## config.mk

```make
export PLATFORM = sky130hd
export DESIGN_NAME = vend_change_sequencer
export DESIGN_NICKNAME = d
export VERILOG_FILES = /design/src/rtl/vend_pkg.sv /design/src/rtl/vend_coin_select.sv /design/src/rtl/vend_change_sequencer.sv
export SDC_FILE = /design/constraint.sdc
export NUM_CORES = 1
export LEC_CHECK = 0
export BUFFER_PORTS_ARGS = -buffer_cell sky130_fd_sc_hd__buf_2
export CORE_UTILIZATION = 40
export CTS_CLUSTER_DIAMETER = 40
export DETAILED_ROUTE_END_ITERATION = 7
export PLACE_DENSITY = 0.66
export SETUP_SLACK_MARGIN = 0.3
export SYNTH_ARGS = -nofsm -noshare
export SYNTH_HDL_FRONTEND = slang
export SYNTH_SLANG_ARGS = --single-unit
export TNS_END_PERCENT = 20
```

## constraint.sdc

```tcl
create_clock -name clk -period 2.8 [get_ports clk]
set_input_delay 0.42 -clock clk [delete_from_list [all_inputs] [get_ports clk]]
set_output_delay 0.42 -clock clk [all_outputs]
set_load 0.01 [all_outputs]
```

## src/rtl/vend_pkg.sv

```systemverilog
// Shared types and constants for the vending-machine change sequencer.
package vend_pkg;

    typedef enum logic [1:0] {
        COIN_NONE,
        COIN_N,
        COIN_D,
        COIN_Q
    } coin_e;

    // Coin values expressed in nickel units.
    localparam int unsigned VAL_N = 1;
    localparam int unsigned VAL_D = 2;
    localparam int unsigned VAL_Q = 5;

    typedef enum logic [2:0] {
        ST_IDLE,
        ST_SELECT,
        ST_PULSE,
        ST_GAP,
        ST_DONE
    } seq_state_e;

    function automatic int unsigned coin_value(input coin_e c);
        case (c)
            COIN_N:  return VAL_N;
            COIN_D:  return VAL_D;
            COIN_Q:  return VAL_Q;
            default: return 0;
        endcase
    endfunction

endpackage

```

## src/rtl/vend_coin_select.sv

```systemverilog
// Greedy coin chooser: largest stocked coin that does not exceed the amount still owed.
module vend_coin_select
    import vend_pkg::*;
#(
    parameter int AMT_W = 5
) (
    input  logic [AMT_W-1:0] remaining,
    input  logic             avail_n,
    input  logic             avail_d,
    input  logic             avail_q,
    output coin_e            coin
);

    always_comb begin
        coin = COIN_NONE;
        if (remaining >= AMT_W'(VAL_Q) && avail_q) begin
            coin = COIN_Q;
        end else if (remaining >= AMT_W'(VAL_D) && avail_d) begin
            coin = COIN_D;
        end else if (remaining >= AMT_W'(VAL_N) && avail_n) begin
            coin = COIN_N;
        end
    end

endmodule

```

## src/rtl/vend_change_sequencer.sv

```systemverilog
// Change sequencer: turns a nickel-unit change amount into paced N/D/Q hopper pulses.
// Optional coin inventory tracking (refill/short ports) is enabled with CHANGE_INVENTORY_EN.
module vend_change_sequencer
    import vend_pkg::*;
#(
    parameter int AMT_W     = 5,
    parameter int PULSE_CYC = 2,
    parameter int GAP_CYC   = 2,
    parameter int STOCK_W   = 6
) (
    input  logic             clk,
    input  logic             reset,
    input  logic             req_valid,
    input  logic [AMT_W-1:0] req_amt,
    output logic             req_ready,
    input  logic             hopper_ready,
    output logic             N_out,
    output logic             D_out,
    output logic             Q_out,
    output logic             busy,
    output logic             done
`ifdef CHANGE_INVENTORY_EN
    ,
    input  logic             refill,
    output logic             short
`endif
);

    localparam int CNT_MAX = (PULSE_CYC > GAP_CYC) ? PULSE_CYC : GAP_CYC;
    localparam int CNT_W   = $clog2(CNT_MAX + 1);

    if (PULSE_CYC < 1 || GAP_CYC < 1 || STOCK_W < 1) begin : g_param_check
        $error("vend_change_sequencer: PULSE_CYC, GAP_CYC and STOCK_W must be >= 1");
    end

    seq_state_e       state_q, state_d;
    logic [AMT_W-1:0] remaining_q, remaining_d;
    logic [CNT_W-1:0] cnt_q, cnt_d;
    logic             n_out_q, n_out_d;
    logic             d_out_q, d_out_d;
    logic             q_out_q, q_out_d;
    logic             busy_q, busy_d;
    logic             done_q, done_d;
    logic             req_ready_q, req_ready_d;

    logic             avail_n, avail_d, avail_q;
    coin_e            coin_sel;
    logic [AMT_W-1:0] coin_val;

`ifdef CHANGE_INVENTORY_EN
    logic [STOCK_W-1:0] stock_n_q, stock_n_d;
    logic [STOCK_W-1:0] stock_d_q, stock_d_d;
    logic [STOCK_W-1:0] stock_q_q, stock_q_d;
    logic               short_q, short_d;

    assign avail_n = (stock_n_q != '0);
    assign avail_d = (stock_d_q != '0);
    assign avail_q = (stock_q_q != '0);
`else
    assign avail_n = 1'b1;
    assign avail_d = 1'b1;
    assign avail_q = 1'b1;
`endif

    vend_coin_select #(
        .AMT_W (AMT_W)
    ) u_coin_select (
        .remaining (remaining_q),
        .avail_n   (avail_n),
        .avail_d   (avail_d),
        .avail_q   (avail_q),
        .coin      (coin_sel)
    );

    assign coin_val = AMT_W'(coin_value(coin_sel));

    always_comb begin
        state_d     = state_q;
        remaining_d = remaining_q;
        cnt_d       = cnt_q;
        n_out_d     = n_out_q;
        d_out_d     = d_out_q;
        q_out_d     = q_out_q;
        busy_d      = busy_q;
        done_d      = 1'b0;
        req_ready_d = req_ready_q;
`ifdef CHANGE_INVENTORY_EN
        stock_n_d   = stock_n_q;
        stock_d_d   = stock_d_q;
        stock_q_d   = stock_q_q;
        short_d     = 1'b0;
`endif

        case (state_q)
            ST_IDLE: begin
                req_ready_d = 1'b1;
`ifdef CHANGE_INVENTORY_EN
                if (refill) begin
                    stock_n_d = '1;
                    stock_d_d = '1;
                    stock_q_d = '1;
                end
`endif
                if (req_valid && req_ready_q) begin
                    remaining_d = req_amt;
                    busy_d      = 1'b1;
                    req_ready_d = 1'b0;
                    state_d     = ST_SELECT;
                end
            end

            // A zero-amount request passes through SELECT once and finishes here.
            ST_SELECT: begin
                if (remaining_q == '0) begin
                    done_d  = 1'b1;
                    busy_d  = 1'b0;
                    state_d = ST_DONE;
                end else if (coin_sel == COIN_NONE) begin
                    done_d  = 1'b1;
                    busy_d  = 1'b0;
                    state_d = ST_DONE;
`ifdef CHANGE_INVENTORY_EN
                    short_d = 1'b1;
`endif
                end else if (hopper_ready) begin
                    remaining_d = remaining_q - coin_val;
                    n_out_d     = (coin_sel == COIN_N);
                    d_out_d     = (coin_sel == COIN_D);
                    q_out_d     = (coin_sel == COIN_Q);
                    cnt_d       = CNT_W'(PULSE_CYC - 1);
                    state_d     = ST_PULSE;
`ifdef CHANGE_INVENTORY_EN
                    case (coin_sel)
                        COIN_N:  stock_n_d = stock_n_q - STOCK_W'(1);
                        COIN_D:  stock_d_d = stock_d_q - STOCK_W'(1);
                        COIN_Q:  stock_q_d = stock_q_q - STOCK_W'(1);
                        default: ;
                    endcase
`endif
                end
            end

            ST_PULSE: begin
                if (cnt_q == '0) begin
                    n_out_d = 1'b0;
                    d_out_d = 1'b0;
                    q_out_d = 1'b0;
                    cnt_d   = CNT_W'(GAP_CYC - 1);
                    state_d = ST_GAP;
                end else begin
                    cnt_d = cnt_q - CNT_W'(1);
                end
            end

            ST_GAP: begin
                if (cnt_q == '0) begin
                    if (remaining_q == '0) begin
                        done_d  = 1'b1;
                        busy_d  = 1'b0;
                        state_d = ST_DONE;
                    end else begin
                        state_d = ST_SELECT;
                    end
                end else begin
                    cnt_d = cnt_q - CNT_W'(1);
                end
            end

            ST_DONE: begin
                req_ready_d = 1'b1;
                state_d     = ST_IDLE;
            end

            default: begin
                state_d = ST_IDLE;
            end
        endcase
    end

    always_ff @(posedge clk) begin
        if (reset) begin
            state_q     <= ST_IDLE;
            remaining_q <= '0;
            cnt_q       <= '0;
            n_out_q     <= 1'b0;
            d_out_q     <= 1'b0;
            q_out_q     <= 1'b0;
            busy_q      <= 1'b0;
            done_q      <= 1'b0;
            req_ready_q <= 1'b1;
`ifdef CHANGE_INVENTORY_EN
            stock_n_q   <= '1;
            stock_d_q   <= '1;
            stock_q_q   <= '1;
            short_q     <= 1'b0;
`endif
        end else begin
            state_q     <= state_d;
            remaining_q <= remaining_d;
            cnt_q       <= cnt_d;
            n_out_q     <= n_out_d;
            d_out_q     <= d_out_d;
            q_out_q     <= q_out_d;
            busy_q      <= busy_d;
            done_q      <= done_d;
            req_ready_q <= req_ready_d;
`ifdef CHANGE_INVENTORY_EN
            stock_n_q   <= stock_n_d;
            stock_d_q   <= stock_d_d;
            stock_q_q   <= stock_q_d;
            short_q     <= short_d;
`endif
        end
    end

    assign N_out     = n_out_q;
    assign D_out     = d_out_q;
    assign Q_out     = q_out_q;
    assign busy      = busy_q;
    assign done      = done_q;
    assign req_ready = req_ready_q;
`ifdef CHANGE_INVENTORY_EN
    assign short     = short_q;
`endif

endmodule

```

==> reports/metrics.csv <==
stage,metric,value,unit
cells_and_area,layout.cells.non_filler,157,
synthesis,async_flop_share,0,
cells_and_area,diodes,0,
run_status,status,"complete, no violations",
synthesis,ys_seq_area_frac,0.320,
power_and_ir_drop,swShare,0.398,
route,first_iter_violations,26,
synthesis,ys_seq_elements,16,
setup_path,end_kind,flip-flop,
sta,fin_crit_sh,0.839,
placement,dpl.cell_count,152,
global_route,grt_usage,0.195,
power_and_ir_drop,p_comb_frac,0.423,
synthesis,avgSynthCellArea,8.57,um2
floorplan,design.die.area,2710,um2
cells_and_area,drive_gt1_frac,0.209,
floorplan,core_area,2280,um2
clocking,cts_tree,done,
placement,dp_hpwl,1660,um
sta,worstMarginPinSlew,0.502,ns
cells_and_area,fill_cells,221,
power_and_ir_drop,leakagePower,0.000426,uW
placement,place_congestion,0.839,
route,first_pass_iters,4,
run,drv_cap,0,
synthesis,ys.flop_type,dfxtp_1,
synthesis,yosysUniqueCellTypes,46,
sta,tns,0,ns
synthesis,synth-edff-count,0,
clocking,h-tree-depth,1,
clocking,cts_root_buf,clkbuf_4,
global_route,grt_max_degree,20,
sta,slew_violations,0,
setup_path,worstPathArrival,2.58,ns
placement,port_buffers,14,
clocking,postCtsHoldBufs,0,
synthesis,synth_xor_area_frac,0.00874,
clocking,clkSlewWorstSetupHoldPaths,0.12,ns
synthesis,synth_compound_area_frac,0.281,
setup_path,start_kind,flip-flop,
global_route,grt_pass1_wl,3880,um
synthesis,yosysWarnings,0,
route,drc_errors,0,
floorplan,die_h,52.1,um
power_and_ir_drop,clkPwrFrac,0.205,
cells_and_area,syn_to_final_growth,12.4,%
cells_and_area,final_nets,145,
setup_path,path_class,reg -> reg,
synthesis,synth_top_family_by_area,compound AO/OA/AOI/OAI gates,
floorplan,start_util,0.440,
clocking,cts.sinks,16,
power_and_ir_drop,p_switching,323,uW
floorplan,die_w,52.1,um
route,wl_per_cell,14.6,um
setup_path,crit_fanout,6,
sta,rsz0062_at_grt,false,
sta,clock_skew,0.0139,ns
route,post_drt_via_cell_ratio,6.01,
synthesis,muxShareOfSynthArea,0.00999,
route,routed_wl,2300,um
sta,setup-violations-final,0,
synthesis,synth_area,1000,um2
min_path,hp-class,in -> reg,
clocking,cts_buffers,3,
global_route,overflow,0,
sta,max_freq,0.426,GHz
sta,min_period,2.35,ns
power_and_ir_drop,pwr-share-seq,0.371,
floorplan,rows,17,
floorplan,io-pin-count,15,
power_and_ir_drop,vdd_drop_max,0.398,mV
global_route,grt_antenna_before_repair,0,
sta,relSlewSlack,0.665,
global_route,grt_pass1_vias,843,
sta,final-hold-violation-count,0,
power_and_ir_drop,powerDensity,720,nW/um2
clocking,clkLatencyLatePin,0.31,ns
synthesis,synth_nets,132,
cells_and_area,utilization,0.495,
route,vias,944,
setup_path,cp.required,3.03,ns
synthesis,synthSimpleGateAreaFrac,0.232,
synthesis,synthAdderAreaFrac,0.0824,
synthesis,postSynthCellCount,117,
power_and_ir_drop,intPower,488,uW
clocking,ctsLongestPathBuffers,2,
route,postRouteAntennaNets,0,
## flip-flops by register name (all words and copies together), names as in the netlist
name         flops
done             1
N_out            1
state_q          3
Q_out            1
req_ready        1
busy             1
cnt_q            2
D_out            1
remaining_q      5
## synthesized netlist by cell type, types with 2 or more instances
cell,n,area share
a211oi_1,4,0.030
a21oi_1,14,0.070
a311o_1,2,0.020
buf_1,2,0.0075
buf_2,2,0.010
clkbuf_1,2,0.0075
dfxtp_1,16,0.32
ha_1,5,0.062
inv_1,7,0.026
nand2_1,11,0.041
nand3_1,4,0.020
nand3b_1,2,0.015
nor2_1,5,0.019
nor3_1,4,0.020
nor4_1,2,0.012
o21ai_0,3,0.015
o32ai_1,2,0.017
or2b_1,2,0.015
## placed cells by master, fill, tap and decap left out, types with 2 or more instances in the layout
| master | synthesis | routed |
|---|---|---|
| nand2_1 | 11 | 11 |
| nor3_1 | 4 | 4 |
| ha_1 | 5 | 5 |
| clkbuf_4 | 0 | 3 |
| nand3_1 | 4 | 4 |
| inv_1 | 7 | 7 |
| o32ai_1 | 2 | 2 |
| buf_2 | 2 | 14 |
| dfxtp_1 | 16 | 16 |
| a311o_1 | 2 | 2 |
| nand3b_1 | 2 | 2 |
| nor2_1 | 5 | 5 |
| a211oi_1 | 4 | 3 |
| or2b_1 | 2 | 2 |
| a21oi_1 | 14 | 14 |
| o21ai_0 | 3 | 3 |
## metal layers
metal / part of all wire / GRT usage
met1: 0.46 / 0.270
met2: 0.46 / 0.297
met3: 0.071 / 0.0380
met4: 0.014 / 0.0676
met5: 0 / 0
## layout make-up
| cell class | instances | area (um2) | share of cell area |
|---|---|---|---|
| clock buffers | 4 | 36.3 | 0.0322 |
| inverters | 8 | 30.0 | 0.0267 |
| multi-input cells | 86 | 627 | 0.557 |
| flip-flops and latches | 16 | 320 | 0.284 |
| well taps | 28 | 35.0 | 0.0311 |
| repair buffers | 15 | 77.6 | 0.0689 |
## critical path, stage by stage, from the launching register on
cell and delay (ns):
dfxtp_1 0.42, nor4_4 0.33, nand2_1 0.11, nand2_1 0.08, ha_1 0.15, inv_1 0.05, fa_1 0.41, a211oi_2 0.27
nand2_1 0.10, a2bb2oi_1 0.16, o32ai_1 0.20
## kinds of logic after synthesis
| kind of cell | after synthesis |
|---|---|
| adder cells (fa/ha/maj) | 6 |
| multiplexers | 1 |
| AND/OR/NAND/NOR | 40 |
| XOR/XNOR | 1 |
| flip-flops | 16 |
| AO/OA/AOI/OAI | 38 |
| buffers and inverters | 15 |
## stage by stage
| step | cell area, um2 | hold WS (ns) | setup slack [ns] | total power [uW] |
|---|---|---|---|---|
| floorplan | 1000 | 0.469 | 0.469 | 554 |
| global placement | 1070 | 0.454 | 0.349 | 613 |
| detailed placement | 1070 | 0.459 | 0.266 | 621 |
| CTS | 1110 | 0.373 | 0.312 | 796 |
| global route | 1130 | 0.408 | 0.312 | 868 |
| finish | 1130 | 0.368 | 0.451 | 811 |
## worst paths after layout
kind | from | cells past startpoint | endpoint | slack (ns)
worst min-delay path | req_amt[1] | 3 | remaining_q[1] | 0.37
worst max-delay path | remaining_q[1] | 10 | remaining_q[4] | 0.45
worst max register to register | remaining_q[1] | 10 | remaining_q[4] | 0.45
worst min register to register | D_out | 2 | D_out | 0.48
## power by group through the flow
stage	Sequential [uW]	Clock [uW]	Combinational [uW]
finish	301	166	343
global route	308	177	383
CTS	300	167	330
detailed placement	305	0	316
global placement	303	0	310
floorplan	291	0	263
## what timing repair did
item	in CTS	in global routing
gates resized for setup	0	2
endpoints found under the setup margin	1	1
pin swaps	1	0
setup buffers	1	0
Note: power is estimated with default switching activity, not from simulation.
